File: src/rtl/serial_frame_deser_pkg.sv
// rtl/serial_frame_deser_pkg.sv - shared state encodings, default parameters and helpers for serial_frame_deser
package serial_frame_deser_pkg;

  typedef enum logic [1:0] {
    ST_HUNT  = 2'd0,
    ST_DATA  = 2'd1,
    ST_CHECK = 2'd2
  } state_e;

  localparam int         DEF_WIDTH         = 4;
  localparam logic [3:0] DEF_SYNC          = 4'b0011;
  localparam int         DEF_PAYLOAD_WORDS = 2;
  localparam int         DEF_MISS_MAX      = 2;

  function automatic logic [7:0] sat_inc8(input logic [7:0] v);
    return (v == 8'hFF) ? v : v + 8'd1;
  endfunction

endpackage

File: src/rtl/serial_frame_deser_if.sv
// rtl/serial_frame_deser_if.sv - serial input and word output bundle; STATS_EN adds frame/miss counters
interface serial_frame_deser_if
  import serial_frame_deser_pkg::*;
#(
  parameter int WIDTH = DEF_WIDTH
);

  logic             bit_in;
  logic             bit_en;
  logic [WIDTH-1:0] data_out;
  logic             data_valid;
  logic             data_ready;
  logic             locked;
  logic             overflow;
`ifdef STATS_EN
  logic [7:0]       frame_cnt;
  logic [7:0]       miss_total;

  modport master (
    input  bit_in, bit_en, data_ready,
    output data_out, data_valid, locked, overflow, frame_cnt, miss_total
  );
  modport slave (
    output bit_in, bit_en, data_ready,
    input  data_out, data_valid, locked, overflow, frame_cnt, miss_total
  );
`else
  modport master (
    input  bit_in, bit_en, data_ready,
    output data_out, data_valid, locked, overflow
  );
  modport slave (
    output bit_in, bit_en, data_ready,
    input  data_out, data_valid, locked, overflow
  );
`endif

endinterface

File: src/rtl/serial_frame_deser_fifo2.sv
// rtl/serial_frame_deser_fifo2.sv - two-entry word buffer with dropped-push indication
module serial_deser_fifo2
  import serial_frame_deser_pkg::*;
#(
  parameter int WIDTH = DEF_WIDTH
) (
  input  logic             clk,
  input  logic             clr,
  input  logic             push_i,
  input  logic [WIDTH-1:0] din_i,
  input  logic             pop_i,
  output logic [WIDTH-1:0] head_o,
  output logic             full_o,
  output logic             empty_o,
  output logic             drop_o
);

  logic [WIDTH-1:0] head_q;
  logic [WIDTH-1:0] tail_q;
  logic [1:0]       cnt_q;
  logic             pop_ok;

  assign pop_ok  = pop_i && (cnt_q != 2'd0);
  assign full_o  = (cnt_q == 2'd2);
  assign empty_o = (cnt_q == 2'd0);
  assign head_o  = head_q;
  // A push into a full buffer survives only when the head leaves on the same edge.
  assign drop_o  = push_i && full_o && !pop_ok;

  always_ff @(posedge clk or posedge clr) begin
    if (clr) begin
      head_q <= '0;
      tail_q <= '0;
      cnt_q  <= 2'd0;
    end else begin
      unique case ({push_i, pop_ok})
        2'b10: begin
          if (cnt_q == 2'd0) begin
            head_q <= din_i;
            cnt_q  <= 2'd1;
          end else if (cnt_q == 2'd1) begin
            tail_q <= din_i;
            cnt_q  <= 2'd2;
          end
        end
        2'b01: begin
          head_q <= tail_q;
          cnt_q  <= cnt_q - 2'd1;
        end
        2'b11: begin
          if (cnt_q == 2'd1) begin
            head_q <= din_i;
          end else begin
            head_q <= tail_q;
            tail_q <= din_i;
          end
        end
        default: begin
        end
      endcase
    end
  end

endmodule

File: src/rtl/serial_frame_deser.sv
// rtl/serial_frame_deser.sv - sync hunt, frame deserializer and lock tracker; STATS_EN adds frame/miss counters
module serial_frame_deser
  import serial_frame_deser_pkg::*;
#(
  parameter int               WIDTH         = DEF_WIDTH,
  parameter logic [WIDTH-1:0] SYNC          = WIDTH'(DEF_SYNC),
  parameter int               PAYLOAD_WORDS = DEF_PAYLOAD_WORDS,
  parameter int               MISS_MAX      = DEF_MISS_MAX
) (
  input  logic                  clk,
  input  logic                  clr,
  serial_frame_deser_if.master  bus
);

  localparam int            CW        = $clog2(WIDTH + 1);
  localparam logic [CW-1:0] FULL_FILL = CW'(WIDTH);
  localparam logic [CW-1:0] LAST_BIT  = CW'(WIDTH - 1);
  localparam logic [7:0]    LAST_WORD = 8'(PAYLOAD_WORDS - 1);
  localparam logic [3:0]    MISS_LIM  = 4'(MISS_MAX);

  state_e           state_q;
  logic [WIDTH-1:0] sreg_q;
  logic [WIDTH-1:0] sreg_d;
  logic [CW-1:0]    fill_q;
  logic [CW-1:0]    fill_d;
  logic [CW-1:0]    bit_cnt_q;
  logic [7:0]       word_cnt_q;
  logic [3:0]       miss_cnt_q;
  logic [3:0]       miss_d;
  logic             locked_q;
  logic             overflow_q;
`ifdef STATS_EN
  logic [7:0]       frame_cnt_q;
  logic [7:0]       miss_total_q;
`endif

  logic             hunt_match;
  logic             word_done;
  logic             sync_ok;
  logic             push;
  logic             pop;
  logic [WIDTH-1:0] fifo_head;
  logic             fifo_full;
  logic             fifo_empty;
  logic             fifo_drop;

  always_comb begin
    sreg_d     = {sreg_q[WIDTH-2:0], bus.bit_in};
    fill_d     = (fill_q == FULL_FILL) ? fill_q : fill_q + CW'(1);
    // The fill count keeps reset zeros and pre-hunt bits from forming a false sync.
    hunt_match = (state_q == ST_HUNT) && (fill_d == FULL_FILL) && (sreg_d == SYNC);
    word_done  = (state_q != ST_HUNT) && (bit_cnt_q == LAST_BIT);
    sync_ok    = (sreg_d == SYNC);
    miss_d     = miss_cnt_q + 4'd1;
    push       = bus.bit_en && word_done && (state_q == ST_DATA);
    pop        = bus.data_ready && !fifo_empty;
  end

  serial_deser_fifo2 #(
    .WIDTH (WIDTH)
  ) u_fifo (
    .clk     (clk),
    .clr     (clr),
    .push_i  (push),
    .din_i   (sreg_d),
    .pop_i   (pop),
    .head_o  (fifo_head),
    .full_o  (fifo_full),
    .empty_o (fifo_empty),
    .drop_o  (fifo_drop)
  );

  always @(posedge clk) begin
    if (!clr) begin
      assert (!fifo_drop || fifo_full);
    end
  end

  always_ff @(posedge clk or posedge clr) begin
    if (clr) begin
      state_q      <= ST_HUNT;
      sreg_q       <= '0;
      fill_q       <= '0;
      bit_cnt_q    <= '0;
      word_cnt_q   <= 8'd0;
      miss_cnt_q   <= 4'd0;
      locked_q     <= 1'b0;
      overflow_q   <= 1'b0;
`ifdef STATS_EN
      frame_cnt_q  <= 8'd0;
      miss_total_q <= 8'd0;
`endif
    end else begin
      if (fifo_drop) begin
        overflow_q <= 1'b1;
      end
      if (bus.bit_en) begin
        sreg_q <= sreg_d;
        unique case (state_q)
          ST_HUNT: begin
            fill_q <= fill_d;
            if (hunt_match) begin
              state_q    <= ST_DATA;
              bit_cnt_q  <= '0;
              word_cnt_q <= 8'd0;
              miss_cnt_q <= 4'd0;
              locked_q   <= 1'b1;
`ifdef STATS_EN
              frame_cnt_q <= sat_inc8(frame_cnt_q);
`endif
            end
          end
          ST_DATA: begin
            if (word_done) begin
              bit_cnt_q <= '0;
              if (word_cnt_q == LAST_WORD) begin
                state_q    <= ST_CHECK;
                word_cnt_q <= 8'd0;
              end else begin
                word_cnt_q <= word_cnt_q + 8'd1;
              end
            end else begin
              bit_cnt_q <= bit_cnt_q + CW'(1);
            end
          end
          ST_CHECK: begin
            if (word_done) begin
              bit_cnt_q <= '0;
              if (sync_ok) begin
                miss_cnt_q <= 4'd0;
                state_q    <= ST_DATA;
`ifdef STATS_EN
                frame_cnt_q <= sat_inc8(frame_cnt_q);
`endif
              end else begin
                miss_cnt_q <= miss_d;
`ifdef STATS_EN
                miss_total_q <= sat_inc8(miss_total_q);
`endif
                // Below the miss limit the frame is still trusted and delivered.
                if (miss_d == MISS_LIM) begin
                  state_q  <= ST_HUNT;
                  fill_q   <= '0;
                  locked_q <= 1'b0;
                end else begin
                  state_q <= ST_DATA;
                end
              end
            end else begin
              bit_cnt_q <= bit_cnt_q + CW'(1);
            end
          end
          default: begin
            state_q <= ST_HUNT;
          end
        endcase
      end
    end
  end

  assign bus.data_out   = fifo_head;
  assign bus.data_valid = !fifo_empty;
  assign bus.locked     = locked_q;
  assign bus.overflow   = overflow_q;
`ifdef STATS_EN
  assign bus.frame_cnt  = frame_cnt_q;
  assign bus.miss_total = miss_total_q;
`endif

endmodule
File: src/flat_wrapper.sv
// flat-port wrapper written by rule: the top's interface ports become plain ports
module serial_frame_deser_flat import serial_frame_deser_pkg::*;
#(
  parameter int               WIDTH         = DEF_WIDTH,
  parameter logic [WIDTH-1:0] SYNC          = WIDTH'(DEF_SYNC),
  parameter int               PAYLOAD_WORDS = DEF_PAYLOAD_WORDS,
  parameter int               MISS_MAX      = DEF_MISS_MAX
)
  (clk, clr, bus_bit_in, bus_bit_en, bus_data_ready, bus_data_out, bus_data_valid, bus_locked, bus_overflow);
  serial_frame_deser_if #(.WIDTH(WIDTH)) bus_i ();
  input  logic clk;
  input  logic clr;
  input wire logic [$bits(bus_i.bit_in)-1:0] bus_bit_in;
  input wire logic [$bits(bus_i.bit_en)-1:0] bus_bit_en;
  input wire logic [$bits(bus_i.data_ready)-1:0] bus_data_ready;
  output wire logic [$bits(bus_i.data_out)-1:0] bus_data_out;
  output wire logic [$bits(bus_i.data_valid)-1:0] bus_data_valid;
  output wire logic [$bits(bus_i.locked)-1:0] bus_locked;
  output wire logic [$bits(bus_i.overflow)-1:0] bus_overflow;
  assign bus_i.bit_in = bus_bit_in;
  assign bus_i.bit_en = bus_bit_en;
  assign bus_i.data_ready = bus_data_ready;
  assign bus_data_out = bus_i.data_out;
  assign bus_data_valid = bus_i.data_valid;
  assign bus_locked = bus_i.locked;
  assign bus_overflow = bus_i.overflow;
  serial_frame_deser #(.WIDTH(WIDTH), .SYNC(SYNC), .PAYLOAD_WORDS(PAYLOAD_WORDS), .MISS_MAX(MISS_MAX)) u_core (.clk(clk), .clr(clr), .bus(bus_i));
endmodule
File: config.mk
export PLATFORM = sky130hd
export DESIGN_NAME = serial_frame_deser_flat
export DESIGN_NICKNAME = d
export VERILOG_FILES = /design/src/rtl/serial_frame_deser_pkg.sv /design/src/rtl/serial_frame_deser_if.sv /design/src/rtl/serial_frame_deser_fifo2.sv /design/src/rtl/serial_frame_deser.sv /design/src/flat_wrapper.sv
export SDC_FILE = /design/constraint.sdc
export NUM_CORES = 1
export LEC_CHECK = 0
export BUFFER_PORTS_ARGS = -buffer_cell sky130_fd_sc_hd__clkbuf_2
export CORE_UTILIZATION = 60
export DETAILED_ROUTE_END_ITERATION = 16
export GPL_TIMING_DRIVEN = 0
export PLACE_DENSITY_LB_ADDON = 0.05
export SYNTH_ARGS = -nofsm -noshare
export SYNTH_HDL_FRONTEND = slang
export SYNTH_SLANG_ARGS = --single-unit
File: constraint.sdc
create_clock -name clk -period 3.4 [get_ports clk]
set_input_delay 0.34 -clock clk [delete_from_list [all_inputs] [get_ports clk]]
set_output_delay 0.34 -clock clk [all_outputs]
set_load 0.005 [all_outputs]
==> out/qor.yml <==
clock-skew-final_ns: 0.0186
syn_area_sq_mm: 0.00216
cts-resized-gates: 0
fill_cells: 276
place_ws_ns: 0.398
fp.dieArea_sq_mm: 0.00385
vdd_drop_max_mv: 0.571
initial_core_util_pct: 63.8
fin_ws_ns: 0.326
reg2reg_depth: 12
drt_iter0_drc: 149
worstSetupPathType: "flip-flop to flip-flop"
power_density_mw_per_mm2: 753
antenna_cells: 0
worstPathRequired_ns: 3.65
drt_pass1_iterations: 5
ctsHoldBuffers: 0
cap_violations: 0
htree_num_levels: 2
grt_max_degree: 36
ios: 12
ys_types: 54
max_freq_mhz: 325
start_kind: "flip-flop"
antenna_found_initial: 0
clkLatencyLatePin_ns: 0.36
gr-usage-all-layers_pct: 26.4
cts_num_sinks: 35
cp.arrival_ns: 3.32
rrSetupSlack_ns: 0.33
grt.overflow.total: 0
coreArea_sq_mm: 0.00339
r2r-start: "u_core.state_q[0]$_DFFE_PP0P_"
synthCells: 229
synth-seq-area-share_pct: 40.5
worst_pin_slew_ns: 0.786
yosysTopAreaCell: "dfrtp_1"
root_buffer: "clkbuf_4"
chipHeight_um: 62.0
fin_nets: 268
avgSynthCellArea_sq_um: 9.45
die_w_um: 62.0
dp_hpwl_um: 3350
row_count: 21
finalNonFillerCells: 293
status: "completed"
worstSetupEndpointType: "flip-flop"
vias: 1849
cts_made_buffers: 5
total_power_mw: 1.78
grt_pass1_vias: 1722
hold_viol: 0
synth_edf_count: 0
finalSetupViolCount: 0
hold_class: "primary input to async pin"
tns_ns: 0
most-common-layout-cells: "dfrtp_1, nand2_1, o21ai_0"
synth_ff_type: "dfrtp_1"
synth_top_area_share_pct: 40.5
routedWlPerCell_um: 15.5
syn_to_final_growth_pct: 8.96
postCtsSetupRepairBufs: 0
synth_nets: 251
slew_headroom_pct: 47.3
grt_pass1_wl_um: 7290
rsz0062_at_grt: "no"
min_period_ns: 3.07
seq_area_sq_um: 876
synthTopCellsByArea: "dfrtp_1, ha_1, o21ai_0"
multi_input_area_sq_mm: 0.00120
vias_per_cell: 6.31
io_buffers: 10
fin_crit_sh_pct: 90.4
crit_start: "u_core.state_q[0]$_DFFE_PP0P_"
cts_tree: "done"
clk_pin_slew_ns: 0.12
wirelength_um: 4550
drive_gt1_share_pct: 16.2
p_leak_nw: 1.07
dp.cells: 285
layout_commonest_cell: "dfrtp_1"
report.final.slew_viol_count: 0
gp_congestion: 0.784
ant_nets: 0
drc: 0
async_reset_ff_share_pct: 100
synth_warnings: 0
utilization_pct: 69.5
synth_seq_cells: 35
cts_max_path_buffers: 2
cp_max_fo: 10
==> path summary, 6_finish.rpt <==
kind,to
setup / recovery,u_core.u_fifo.tail_q[2]$_DFFE_PP0P_
hold / removal,u_core.sreg_q[1]$_DFFE_PP0P_
setup reg to reg,u_core.u_fifo.tail_q[2]$_DFFE_PP0P_
hold reg to reg,u_core.bus.overflow$_DFFE_PP0P_
max in group asynchronous,u_core.u_fifo.cnt_q[1]$_DFFE_PP0P_
min in group clk,u_core.sreg_q[1]$_DFFE_PP0P_
==> worst max-delay path, cell delays in order (launching register included) <==
cell	delay [ns]
dfrtp_1	0.46
inv_1	0.11
ha_1	0.20
buf_2	0.17
nor3b_1	0.47
nand3_1	0.21
inv_1	0.20
ha_1	0.17
clkbuf_1	0.29
o21ai_0	0.26
o22a_1	0.24
o22ai_1	0.14
a21oi_1	0.06
==> synthesized netlist by cell type (2+ instances only) <==
master	n
a21oi_1	10
a31oi_1	6
o22a_1	3
nor3b_1	2
o21ai_0	21
nand3_1	7
nor3_1	4
a22oi_1	5
and3_1	2
o41ai_1	3
inv_1	14
mux2_2	6
clkbuf_1	3
nor2_1	15
nor2b_1	3
nand2_1	25
o22ai_1	8
dfrtp_1	35
o31ai_1	2
o2bb2ai_1	2
or3_1	3
or4_1	2
ha_1	17
==> registers in the layout, summed over array words and instances, names as in the netlist <==
signal and cells:
u_core.bit_cnt_q 3, u_core.sreg_q 3, u_core.bus.locked 1, u_core.u_fifo.tail_q 4
u_core.fill_q 3, u_core.state_q 2, u_core.u_fifo.cnt_q 2, u_core.word_cnt_q 8
u_core.miss_cnt_q 4, u_core.bus.overflow 1, u_core.u_fifo.head_o 4
==> where the power goes <==
group          internal, mW  switching [mW]  leakage [nW]
combinational         0.334           0.469         0.576
sequential            0.535           0.119         0.442
clock                 0.174           0.146        0.0482
total                  1.04           0.733          1.07
==> kinds of logic after synthesis <==
group	Yosys count	synth area share, %
buffers and inverters	20	3.87
adders and majority gates	17	9.83
muxes	7	3.59
DFF	35	40.5
xor gates and xnor gates	2	0.810
and+or+nand+nor	76	19.2
AOI/OAI and AO/OA	72	22.2
==> per-layer routing <==
| metal | vias up | share of wire (%) | global-route usage [%] |
|---|---|---|---|
| met5 | - | 0 | 0 |
| met4 | 0 | 3.1 | 14.9 |
| met3 | 18 | 4.7 | 6.83 |
| met2 | 79 | 49 | 43.9 |
| met1 | 877 | 43 | 30.8 |
| li1 | 875 | - | - |
==> layout make-up <==
cell class,count,share of cell area [%]
inverters,15,2.39
well taps,46,2.44
repair buffers,10,2.12
clock buffers,6,2.18
flip-flops and latches,35,37.2
multi-input cells,174,51.1
clock inverters,2,1.49
plain buffers,5,1.17
==> stage by stage <==
step | hold slack, ns | cell area (sq um)
2_1_floorplan | 0.439 | 2160
3_3_place_gp | 0.452 | 2270
3_5_place_dp | 0.456 | 2270
4_1_cts | 0.260 | 2360
5_1_grt | 0.128 | 2360
6_report | 0.0731 | 2360
Power figures use the tool's default switching activity.
